$ cat src/rtl/truth_table_sequencer.sv
// Sweeps a 3-input function block through {A,B,C} = 0..7, captures Y into an
// 8-bit truth table and compares it against an expected minterm mask.
module truth_table_sequencer #(
    parameter int unsigned SETTLE_CYCLES = 1,
    parameter logic [7:0]  EXPECTED      = 8'hC0
) (
    input  logic       clk,
    input  logic       reset,
    input  logic       start,
    input  logic       abort,
    input  logic       f_y,
    output logic       a,
    output logic       b,
    output logic       c,
    output logic       busy,
    output logic       done,
    output logic [7:0] table_out,
    output logic       pass,
    output logic [2:0] first_bad
);

    typedef enum logic [1:0] {
        IDLE   = 2'd0,
        DRIVE  = 2'd1,
        SAMPLE = 2'd2,
        DONE   = 2'd3
    } state_t;

    localparam logic [3:0] CNT_LAST = 4'(SETTLE_CYCLES - 1);

    state_t     state;
    logic [2:0] idx;
    logic [3:0] cnt;
    logic [7:0] final_table;

    // The last sample is still in flight when DONE is entered, so the verdict
    // is formed from the table with bit 7 already replaced by the live f_y.
    always_comb begin
        final_table    = table_out;
        final_table[7] = f_y;
    end

    function automatic logic [2:0] lowest_set(input logic [7:0] v);
        lowest_set = 3'd0;
        for (int i = 7; i >= 0; i--) begin
            if (v[i]) lowest_set = 3'(i);
        end
    endfunction

    always_ff @(posedge clk or posedge reset) begin
        if (reset) begin
            state     <= IDLE;
            idx       <= 3'd0;
            cnt       <= 4'd0;
            a         <= 1'b0;
            b         <= 1'b0;
            c         <= 1'b0;
            busy      <= 1'b0;
            done      <= 1'b0;
            table_out <= 8'h00;
            pass      <= 1'b0;
            first_bad <= 3'd0;
        end else begin
            done <= 1'b0;
            case (state)
                IDLE: begin
                    if (!abort && start) begin
                        idx       <= 3'd0;
                        cnt       <= 4'd0;
                        {a, b, c} <= 3'd0;
                        table_out <= 8'h00;
                        pass      <= 1'b0;
                        first_bad <= 3'd0;
                        busy      <= 1'b1;
                        state     <= DRIVE;
                    end
                end
                DRIVE: begin
                    if (abort) begin
                        state     <= IDLE;
                        idx       <= 3'd0;
                        cnt       <= 4'd0;
                        {a, b, c} <= 3'd0;
                        table_out <= 8'h00;
                        pass      <= 1'b0;
                        first_bad <= 3'd0;
                        busy      <= 1'b0;
                    end else begin
                        cnt <= cnt + 4'd1;
                        if (cnt == CNT_LAST) state <= SAMPLE;
                    end
                end
                SAMPLE: begin
                    if (abort) begin
                        state     <= IDLE;
                        idx       <= 3'd0;
                        cnt       <= 4'd0;
                        {a, b, c} <= 3'd0;
                        table_out <= 8'h00;
                        pass      <= 1'b0;
                        first_bad <= 3'd0;
                        busy      <= 1'b0;
                    end else begin
                        table_out[idx] <= f_y;
                        if (idx == 3'd7) begin
                            state     <= DONE;
                            busy      <= 1'b0;
                            done      <= 1'b1;
                            pass      <= (final_table == EXPECTED);
                            first_bad <= lowest_set(final_table ^ EXPECTED);
                        end else begin
                            idx       <= idx + 3'd1;
                            {a, b, c} <= idx + 3'd1;
                            cnt       <= 4'd0;
                            state     <= DRIVE;
                        end
                    end
                end
                DONE: begin
                    state <= IDLE;
                end
                default: begin
                    state <= IDLE;
                end
            endcase
        end
    end

endmodule
$ cat config.mk
export PLATFORM = sky130hd
export DESIGN_NAME = truth_table_sequencer
export DESIGN_NICKNAME = d
export VERILOG_FILES = /design/src/rtl/truth_table_sequencer.sv
export SDC_FILE = /design/constraint.sdc
export NUM_CORES = 1
export LEC_CHECK = 0
export BUFFER_PORTS_ARGS = -buffer_cell sky130_fd_sc_hd__buf_2
export CORE_MARGIN = 4
export CORE_UTILIZATION = 50
export CTS_BUF_LIST = sky130_fd_sc_hd__clkbuf_2
export DETAILED_ROUTE_END_ITERATION = 10
export PLACE_DENSITY = 0.73
export SLEW_MARGIN = 20
export SYNTH_ARGS = -nofsm -noshare
export SYNTH_HDL_FRONTEND = slang
export SYNTH_SLANG_ARGS = --single-unit
$ cat constraint.sdc
create_clock -name clk -period 5 [get_ports clk]
set_clock_uncertainty 0.2 [all_clocks]
set_input_delay 0.75 -clock clk [delete_from_list [all_inputs] [get_ports clk]]
set_output_delay 0.75 -clock clk [all_outputs]
set_load 0.03 [all_outputs]
==> qor.yml, run 1 <==
outcome: "completed"
antenna_cells: 0
layout-drive-gt1-share_pct: 21.6
setup_tns_ns: 0
post_cts_buffers: 0
fmax_ghz: 0.442
clock-sinks: 23
holdPathStages: 1
whs_endpoint: "cnt[3]$_DFFE_PP0P_"
r2r_cells: 6
grt_overflow: 0
timing.final.hold_violations: 0
insertion_delay_ns: 0.33
critical_path.max_stage_delay_ns: 0.52
post-route-period-util_pct: 45.2
routedWlPerCell_um: 14.2
hold_start: "cnt[3]$_DFFE_PP0P_"
netlist_instances: 140
slowest_stage: "dfrtp_1"
cp.arrival_ns: 2.31
seq_area_frac_synth_pct: 43.1
synthArstFlopShare_pct: 100
r2r_slack_ns: 2.74
area_delta_synth_final_pct: 10.8
critical-path-top-delay-family: "flip-flops"
ys_ff_latch: 23
final_common_cell: "dfrtp_1"
cts-resized-gates: 0
rsz0062_at_grt: "no"
worstPathRequired_ns: 5.05
path_clk_slew_ns: 0.22
p_per_area_nw_per_um2: 374
drtPass1Iterations: 4
clock-root-buffer: "clkbuf_2"
ioPinCount: 22
grt_pass1_vias: 1089
syn_avg_cell_area_um2: 9.54
path_common_cell: "ha_1"
worst_pin_slew_ns: 0.855
endpoint_kind: "flop"
antenna_found_initial: 0
drtIter0Drc: 40
fin_crit_ns: 2.26
start_kind: "flop"
fp.dieW_um: 59.7
critPathKind: "flop to flop"
synth.area.top_cells: "dfrtp_1 (43%), ha_1 (8.4%), o21ai_0 (6.4%), inv_1 (4.5%), mux2_2 (3.4%)"
start_util_pct: 53.0
power.total_w: 0.000554
crit_path_cell_trace: "ha_1, ha_1, a21oi_1, nor2_1, or2_2, mux2_2"
clockPowerShare_pct: 13.3
synth_edf_count: 0
path_buf_inv: 0
slew_headroom_pct: 43.0
die_area_um2: 3560
synth_top_area_share_pct: 43.1
syn_nets: 154
grt_use_total_pct: 17.8
critPathMaxFanout: 10
grt_pass1_wl_um: 4840
io_buffers: 21
rr_endpoint: "c$_DFFE_PP0P_"
ir_worst_vdd_uv: 276
p_int_w: 0.000322
drv_slew: 0
nets: 177
synth_top_cell_by_area: "dfrtp_1"
rows: 18
routabilityCongestion: 0.798
leakage_nw: 0.739
final_cell_mix: "dfrtp_1 (23), buf_2 (21), o21ai_0 (17)"
pwr-share-seq_pct: 40.9
clockBufferDepth: 2
maxCapViolations: 0
yosysUniqueCellTypes: 36
cts_buffers: 3
drc_errors: 0
ys_warn_count: 0
vias_per_cell: 5.72
ant_nets: 0
swShare_pct: 41.9
drt-total-wl_um: 2730
switchingPower_w: 0.000232
synth_area_um2: 1340
routed-via-count: 1099
core_area_um2: 2520
ys.flop_type: "dfrtp_1"
comb_power_share_pct: 45.8
htreeDepth: 1
holdBufCountCts: 0
cts_tree: "built"
r2r_start: "b$_DFFE_PP0P_"
setup_viol: 0
grt_max_degree: 24
hold_path.class: "flop to flop"
die_y_um: 59.7
hpwl_um: 2110
==> how the worst max path moves through the flow <==
stage / from / to / slack (ns) / cells after the start
after floorplan: abort / table_out[3]$_DFFE_PP0P_ / 2.78 / 5
after global placement: abort / table_out[2]$_DFFE_PP0P_ / 2.63 / 5
after detailed placement: abort / table_out[1]$_DFFE_PP0P_ / 2.58 / 5
after CTS: b$_DFFE_PP0P_ / c$_DFFE_PP0P_ / 2.74 / 6
after global routing: b$_DFFE_PP0P_ / c$_DFFE_PP0P_ / 2.62 / 6
final: b$_DFFE_PP0P_ / c$_DFFE_PP0P_ / 2.74 / 6
==> worst reg2reg max path, delay by kind of cell, from the launching register on <==
kind                       cells  cell delay, ns
adders and majority gates      2            0.48
AOI/OAI and AO/OA              1            0.27
muxes                          1            0.27
DFF                            1            0.52
and+or+nand+nor                2            0.45
==> stage by stage <==
stage               std cells  hold WS [ns]  utilization (%)  cell area, um^2  setup WS, ns
floorplan                 140         0.251                -             1340          2.78
global placement          188         0.269             57.9             1460          2.63
detailed placement        188         0.272             57.9             1460          2.58
CTS                       192         0.296             58.7             1480          2.74
global route              192         0.337             58.7             1480          2.62
finish                    192         0.295             58.7             1480          2.74
==> synth_stat cells, types with 2 or more instances <==
cell type / n
dfrtp_1: 23
o21ai_0: 17
inv_1: 16
nor2_1: 12
ha_1: 9
a21oi_1: 6
a31oi_1: 5
mux2_2: 4
nand2b_1: 4
nor2b_1: 4
o2bb2ai_1: 4
mux2i_1: 3
nand2_1: 3
nand3_1: 3
a211oi_1: 2
clkbuf_1: 2
nor3_1: 2
or2_2: 2
or3_1: 2
==> flip-flops by register name, summed over array words and instances, names as in the netlist, 2 cells and up <==
register	flops
cnt	4
first_bad	3
table_out	8
state	2
==> routing by layer <==
layer  share of wire, %  track usage, %  vias up
li1                   -               -      544
met1                 45            23.3      525
met2                 50            29.5       28
met3                5.2            2.59        2
met4               0.48            6.96        0
met5                  0               0        -
==> layout make-up <==
type | count | area, um^2
fill | 234 | 1040
multi-input combinational | 98 | 682
sequential | 23 | 576
timing repair buffer | 21 | 105
inverter | 16 | 60.1
tap | 30 | 37.5
clock buffer | 3 | 15.0
clock inverter | 1 | 5.00
==> power groups by stage <==
| stage | Clock, W | Combinational (W) | Sequential, W |
|---|---|---|---|
| after CTS | 0.0000781 | 0.000255 | 0.000227 |
| after global placement | 0 | 0.000247 | 0.000229 |
| final | 0.0000737 | 0.000253 | 0.000227 |
| after global routing | 0.0000873 | 0.000286 | 0.000231 |
| after floorplan | 0 | 0.000183 | 0.000243 |
| after detailed placement | 0 | 0.000253 | 0.000230 |
==> kinds of logic (layout without fill, tap and decap cells) <==
group / after synthesis / count (layout) / synth area share [%]
compound gates: 43 / 43 / 20.5
simple gates: 39 / 39 / 16.5
flops: 23 / 23 / 43.1
buf+inv: 19 / 41 / 5.90
fa+ha+maj: 9 / 9 / 8.43
mux: 7 / 7 / 5.62
Power figures use the tool's default switching activity.
==> run 2, diff against run 1 <==
Settings changed: ABC_AREA from default to 1.
Clock period 5 ns to 2.2 ns, I/O delays scaled along.
==> run 2 against run 1 <==
  * Final area grew 5.8%
  * Synthesized cell count grew 29%
  * Worst hold slack lost 0.21 ns
  * Critical path depth rose by 1
  * Largest cell class unchanged
  * Fmax rose by 26%
  * Sequential share of layout area is 2.1 points lower
==> qor.yml, run 2 <==
syn_nets: 195
core_area_um2: 2570
htreeDepth: 1
cts_buffers: 3
drtPass1Iterations: 4
cts_tree: "built"
rsz0062_at_grt: "no"
ys_warn_count: 0
ir_worst_vdd_uv: 664
clock-root-buffer: "clkbuf_2"
ant_nets: 0
seq_area_frac_synth_pct: 41.2
insertion_delay_ns: 0.34
io_buffers: 21
leakage_nw: 0.906
critPathMaxFanout: 8
slew_headroom_pct: 76.6
ioPinCount: 22
netlist_instances: 181
post_cts_buffers: 0
outcome: "completed"
yosysMostFrequentCell: "nand2_1"
routabilityCongestion: 0.817
fp.dieW_um: 60.9
final_common_cell: "nand2_1"
grt_max_degree: 24
drtIter0Drc: 57
synth.area.top_cells: "dfrtp_1 (41%), nand2_1 (14%), ha_1 (8.1%), nand3_1 (7.5%), inv_1 (7.0%)"
synth_top_cell_by_area: "dfrtp_1"
synth_top_area_share_pct: 41.2
setup_ws_ns: 0.404
clock-sinks: 23
design_area_um2: 1570
die_area_um2: 3710
dp_slack_ns: 0.441
post-route-period-util_pct: 81.6
worstPathRequired_ns: 2.29
area_delta_synth_final_pct: 12.1
grt_overflow: 0
largest_reg_flops: 8
die_y_um: 60.9
setup_viol: 0
yosysUniqueCellTypes: 21
fmax_ghz: 0.557
critPathKind: "flop to flop"
p_per_area_nw_per_um2: 913
syn_avg_cell_area_um2: 7.72
synth_area_um2: 1400
layout-drive-gt1-share_pct: 20.3
grt_use_total_pct: 18.1
drt-total-wl_um: 2920
fin_crit_ns: 1.80
placed_area_um2: 1540
start_kind: "flop"
hold_path.class: "input port to flop"
regMostFlops: "table_out"
antenna_found_initial: 0
endpoint_kind: "flop"
setup_tns_ns: 0
path_clk_slew_ns: 0.22
drc_errors: 0
rows: 18
start_util_pct: 54.4
vias_per_cell: 5.21
reg.largest.list: "table_out: 8 flops, cnt: 4 flops, first_bad: 3 flops"
final_cell_mix: "nand2_1 (52), inv_1 (26), dfrtp_1 (23)"
clockBufferDepth: 2
synthArstFlopShare_pct: 100
routed-via-count: 1235
fin_hold_ws_ns: 0.0819
worst_pin_slew_ns: 0.348
ys_ff_latch: 23
antenna_cells: 0
routedWlPerCell_um: 12.3
synth_edf_count: 0
synthTopCellsByCount: "nand2_1 (52), inv_1 (26), dfrtp_1 (23)"
grt_pass1_wl_um: 5080
timing.final.hold_violations: 0
hpwl_um: 2290
grt_pass1_vias: 1221
drv_slew: 0
nets: 222
cp.arrival_ns: 1.88
maxCapViolations: 0
ys.flop_type: "dfrtp_1"
==> run 2: cell count changes after synthesis, moves of 4 or more <==
cell / before / now
nand3_1: 3 / 21
nor2_4: 0 / 5
a21oi_1: 6 / 1
nor2b_1: 4 / 0
o21ai_0: 17 / 11
o2bb2ai_1: 4 / 0
o21ai_1: 0 / 4
nand2b_1: 4 / 0
a31oi_1: 5 / 0
mux2_2: 4 / 0
inv_1: 16 / 26
nand2_1: 3 / 52
==> run 2: layout make-up <==
| cell class | instances | area, um^2 |
|---|---|---|
| repair buffers | 23 | 123 |
| clock buffers | 3 | 15.0 |
| flip-flops and latches | 23 | 576 |
| multi-input cells | 126 | 687 |
| clock inverters | 1 | 5.00 |
| fillers | 237 | 1000 |
| well taps | 30 | 37.5 |
| inverters | 31 | 124 |
==> run 2: cell families (layout without fill, tap and decap cells) <==
logic type / Yosys count / in the layout / share of synthesized area, %
simple gates: 98 / 98 / 33.5
buf+inv: 32 / 58 / 9.67
flops: 23 / 23 / 41.2
compound gates: 18 / 18 / 6.98
fa+ha+maj: 9 / 9 / 8.06
xor+xnor: 1 / 1 / 0.627
==> run 2: worst paths after layout <==
path	from	to	slack, ns	depth (start not counted)
setup / recovery	b$_DFFE_PP0P_	a$_DFFE_PP0P_	0.40	7
hold / removal	abort	cnt[3]$_DFFE_PP0P_	0.08	4
setup reg to reg	b$_DFFE_PP0P_	a$_DFFE_PP0P_	0.40	7
hold reg to reg	table_out[7]$_DFFE_PP0P_	table_out[7]$_DFFE_PP0P_	0.30	2
max in group asynchronous	reset	table_out[1]$_DFFE_PP0P_	1.21	4
min in group asynchronous	reset	busy$_DFFE_PP0P_	0.35	4
==> run 2: power by group <==
part	internal (W)	leakage (nW)	total (W)	switching [W]
Clock	0.0000412	0.0164	0.000169	0.000128
Combinational	0.000218	0.573	0.000724	0.000506
Sequential	0.000482	0.316	0.000537	0.0000545
==> run 2: critical path: stages (launching register included) <==
cell,delay (ns)
dfrtp_1,0.51
ha_1,0.23
ha_1,0.22
nand2_1,0.12
nand2_1,0.07
nor2_1,0.21
nand3_1,0.10
o21ai_0,0.08
==> run 2: layer usage <==
layer	track usage, %	wire [um]	vias to the layer above
li1	-	-	625
met1	21.8	1230	574
met2	32.4	1500	29
met3	3.40	147	7
met4	6.19	42	0
met5	0	0	-
==> run 2: through the flow <==
step | power [W] | std cells | util, %
floorplan | 0.00113 | 181 | -
CTS | 0.00144 | 237 | 61.0
detailed placement | 0.00126 | 232 | 59.8
global route | 0.00156 | 237 | 61.0
global placement | 0.00124 | 232 | 59.8
finish | 0.00143 | 237 | 61.0
==> run 2: timing repair <==
| action | 4_1_cts | 5_1_grt |
|---|---|---|
| endpoints found under the hold margin | 23 | 0 |
| hold buffers | 1 | 0 |
| gates resized for setup | 0 | 0 |
==> run 3, diff against run 2 <==
Settings changed: PLACE_DENSITY 0.73 to 0.76.
Clock period 2.2 ns to 1.6 ns, I/O delays scaled along.
==> run 3 against run 2 <==
  * The run now ends with negative setup slack left
  * Worst hold slack got worse by 0.070 ns
  * Non-clock buffer count rose by 14
  * Final area rose by 15%
  * Cell count rose by 6.3%
  * Combinational power rose by 100%
  * Sequential power rose by 39%
  * Sequential share of layout area fell by 4.5 points
  * Critical path type unchanged
  * Largest cell class unchanged
==> qor.yml, run 3 (synthesis results as in run 2) <==
slew_headroom_pct: 78.9
routedWlPerCell_um: 13.0
critPathKind: "flop to flop"
clock-root-buffer: "clkbuf_2"
routabilityCongestion: 0.837
seq_area_um2: 579
antenna_cells: 0
grt_max_degree: 24
crit_path_cell_trace: "buf_6, ha_1, inv_2, nand3_4, buf_12, inv_8, o21ai_0, nand2_1, nand2_1"
vias_per_cell: 5.15
grt_overflow: 0
largest_reg_flops: 8
final_common_cell: "nand2_1"
htreeDepth: 1
multi_input_area_um2: 759
critical_path.max_stage_delay_ns: 0.46
fmax_ghz: 0.585
maxCapViolations: 0
cts_tree: "built"
hold_path.class: "input port to flop"
outcome: "complete, but fails checks"
clock-sinks: 23
fp.dieW_um: 60.9
design_area_um2: 1790
critical-path-top-delay-family: "flip-flops"
final_cell_mix: "nand2_1 (48), inv_1 (20), nand3_1 (20), dfrtp_1 (20), buf_2 (18)"
drtPass1Iterations: 4
antenna_found_initial: 0
fin_util_pct: 69.9
leakage_nw: 0.985
slowest_stage: "dfrtp_1"
die_y_um: 60.9
path_buf_inv: 4
grt_pass1_wl_um: 5310
start_kind: "flop"
critPathMaxFanout: 7
io_buffers: 21
ioPinCount: 22
rsz0062_at_grt: "yes"
hpwl_um: 2340
setup_viol: 20
layout-drive-gt1-share_pct: 35.6
setup_ws_ns: -0.108
violations: "negative setup slack"
core_area_um2: 2570
worstPathRequired_ns: 1.67
drc_errors: 0
fill_cells: 200
endpoint_kind: "flop"
met1_usage_pct: 22.8
drv_slew: 0
cts_buffers: 3
drtIter0Drc: 49
reg.largest.list: "table_out: 8 flops, cnt: 4 flops, first_bad: 3 flops"
routed-via-count: 1299
grt_pass1_vias: 1226
cp.arrival_ns: 1.78
top_usage_layer: "met2"
grt_use_total_pct: 19.2
path_clk_slew_ns: 0.21
gr-usage-met3_pct: 2.77
nets: 237
insertion_delay_ns: 0.33
clockBufferDepth: 2
area_delta_synth_final_pct: 28.4
ir_worst_vdd_uv: 943
drt-total-wl_um: 3270
post-route-period-util_pct: 107
worst_pin_slew_ns: 0.314
ant_nets: 0
die_area_um2: 3710
fin_crit_ns: 1.71
regMostFlops: "table_out"
p_per_area_nw_per_um2: 1370
placed_area_um2: 1600
grt_use_met2_pct: 34.8
timing.final.hold_violations: 0
start_util_pct: 54.4
path_common_cell: "nand2_1"
rows: 18
-- run 3: cell count changes in the layout (fill, tap and decap cells not counted), sizes merged --
cell	delta
buf	+14
clkbuf	+1
clkinv	-1
inv	+1
-- run 3: area by class of cell --
type | instances | share of cell area (%)
Timing Repair inverter | 1 | 0.349
Sequential cell | 23 | 32.3
Multi-Input combinational cell | 126 | 42.3
Inverter | 31 | 7.18
Clock buffer | 4 | 1.12
Tap cell | 30 | 2.09
Timing Repair Buffer | 37 | 14.6
-- run 3: worst reg2reg max path, stage by stage (launching register included) --
cell     delay (ns)
dfrtp_1        0.46
buf_6          0.14
ha_1           0.21
inv_2          0.09
nand3_4        0.12
buf_12         0.16
inv_8          0.06
o21ai_0        0.08
nand2_1        0.07
nand2_1        0.05
-- run 3: metrics by stage --
step	hold WS, ns	setup slack [ns]	power, W	TNS (ns)	cells
floorplan	0.0418	0.0100	0.00157	0	181
global placement	0.0902	0.00704	0.00174	0	238
detailed placement	0.108	-0.0992	0.00180	-0.989	238
CTS	0.00535	-0.0438	0.00217	-0.263	247
global route	0.0204	-0.167	0.00265	-2.75	252
finish	0.0121	-0.108	0.00245	-1.02	252
-- run 3: layer usage --
layer,part of all wire [%],vias up
met5,0,-
met4,1.5,0
met3,3.6,5
met2,51,32
met1,44,609
li1,-,653
-- run 3: power breakdown --
group | internal, W | leakage (nW) | total [W] | switching, W
Sequential | 0.000666 | 0.311 | 0.000745 | 0.0000787
Clock | 0.0000661 | 0.0166 | 0.000241 | 0.000175
Combinational | 0.000588 | 0.657 | 0.00147 | 0.000877
-- run 3: path summary, 6_finish.rpt --
path | startpoint | end | slack, ns | cells after the start
max | state[0]$_DFFE_PP0P_ | table_out[4]$_DFFE_PP0P_ | -0.11 | 9
max in group asynchronous | reset | b$_DFFE_PP0P_ | 0.69 | 4
min | abort | cnt[3]$_DFFE_PP0P_ | 0.01 | 4
max reg2reg | state[0]$_DFFE_PP0P_ | table_out[4]$_DFFE_PP0P_ | -0.11 | 9
min reg2reg | first_bad[2]$_DFFE_PP0P_ | first_bad[2]$_DFFE_PP0P_ | 0.29 | 2
min in group asynchronous | reset | table_out[0]$_DFFE_PP0P_ | 0.26 | 4
-- run 3: repair_timing --
item / 4_1_cts / 5_1_grt
hold buffers: 1 / 0
endpoints found under the hold margin: 23 / 0
gates resized for setup: 14 / 23
buffers inserted: 4 / 4
cloned: 0 / 1
setup endpoints to repair: 23 / 25
pin swaps: 10 / 7
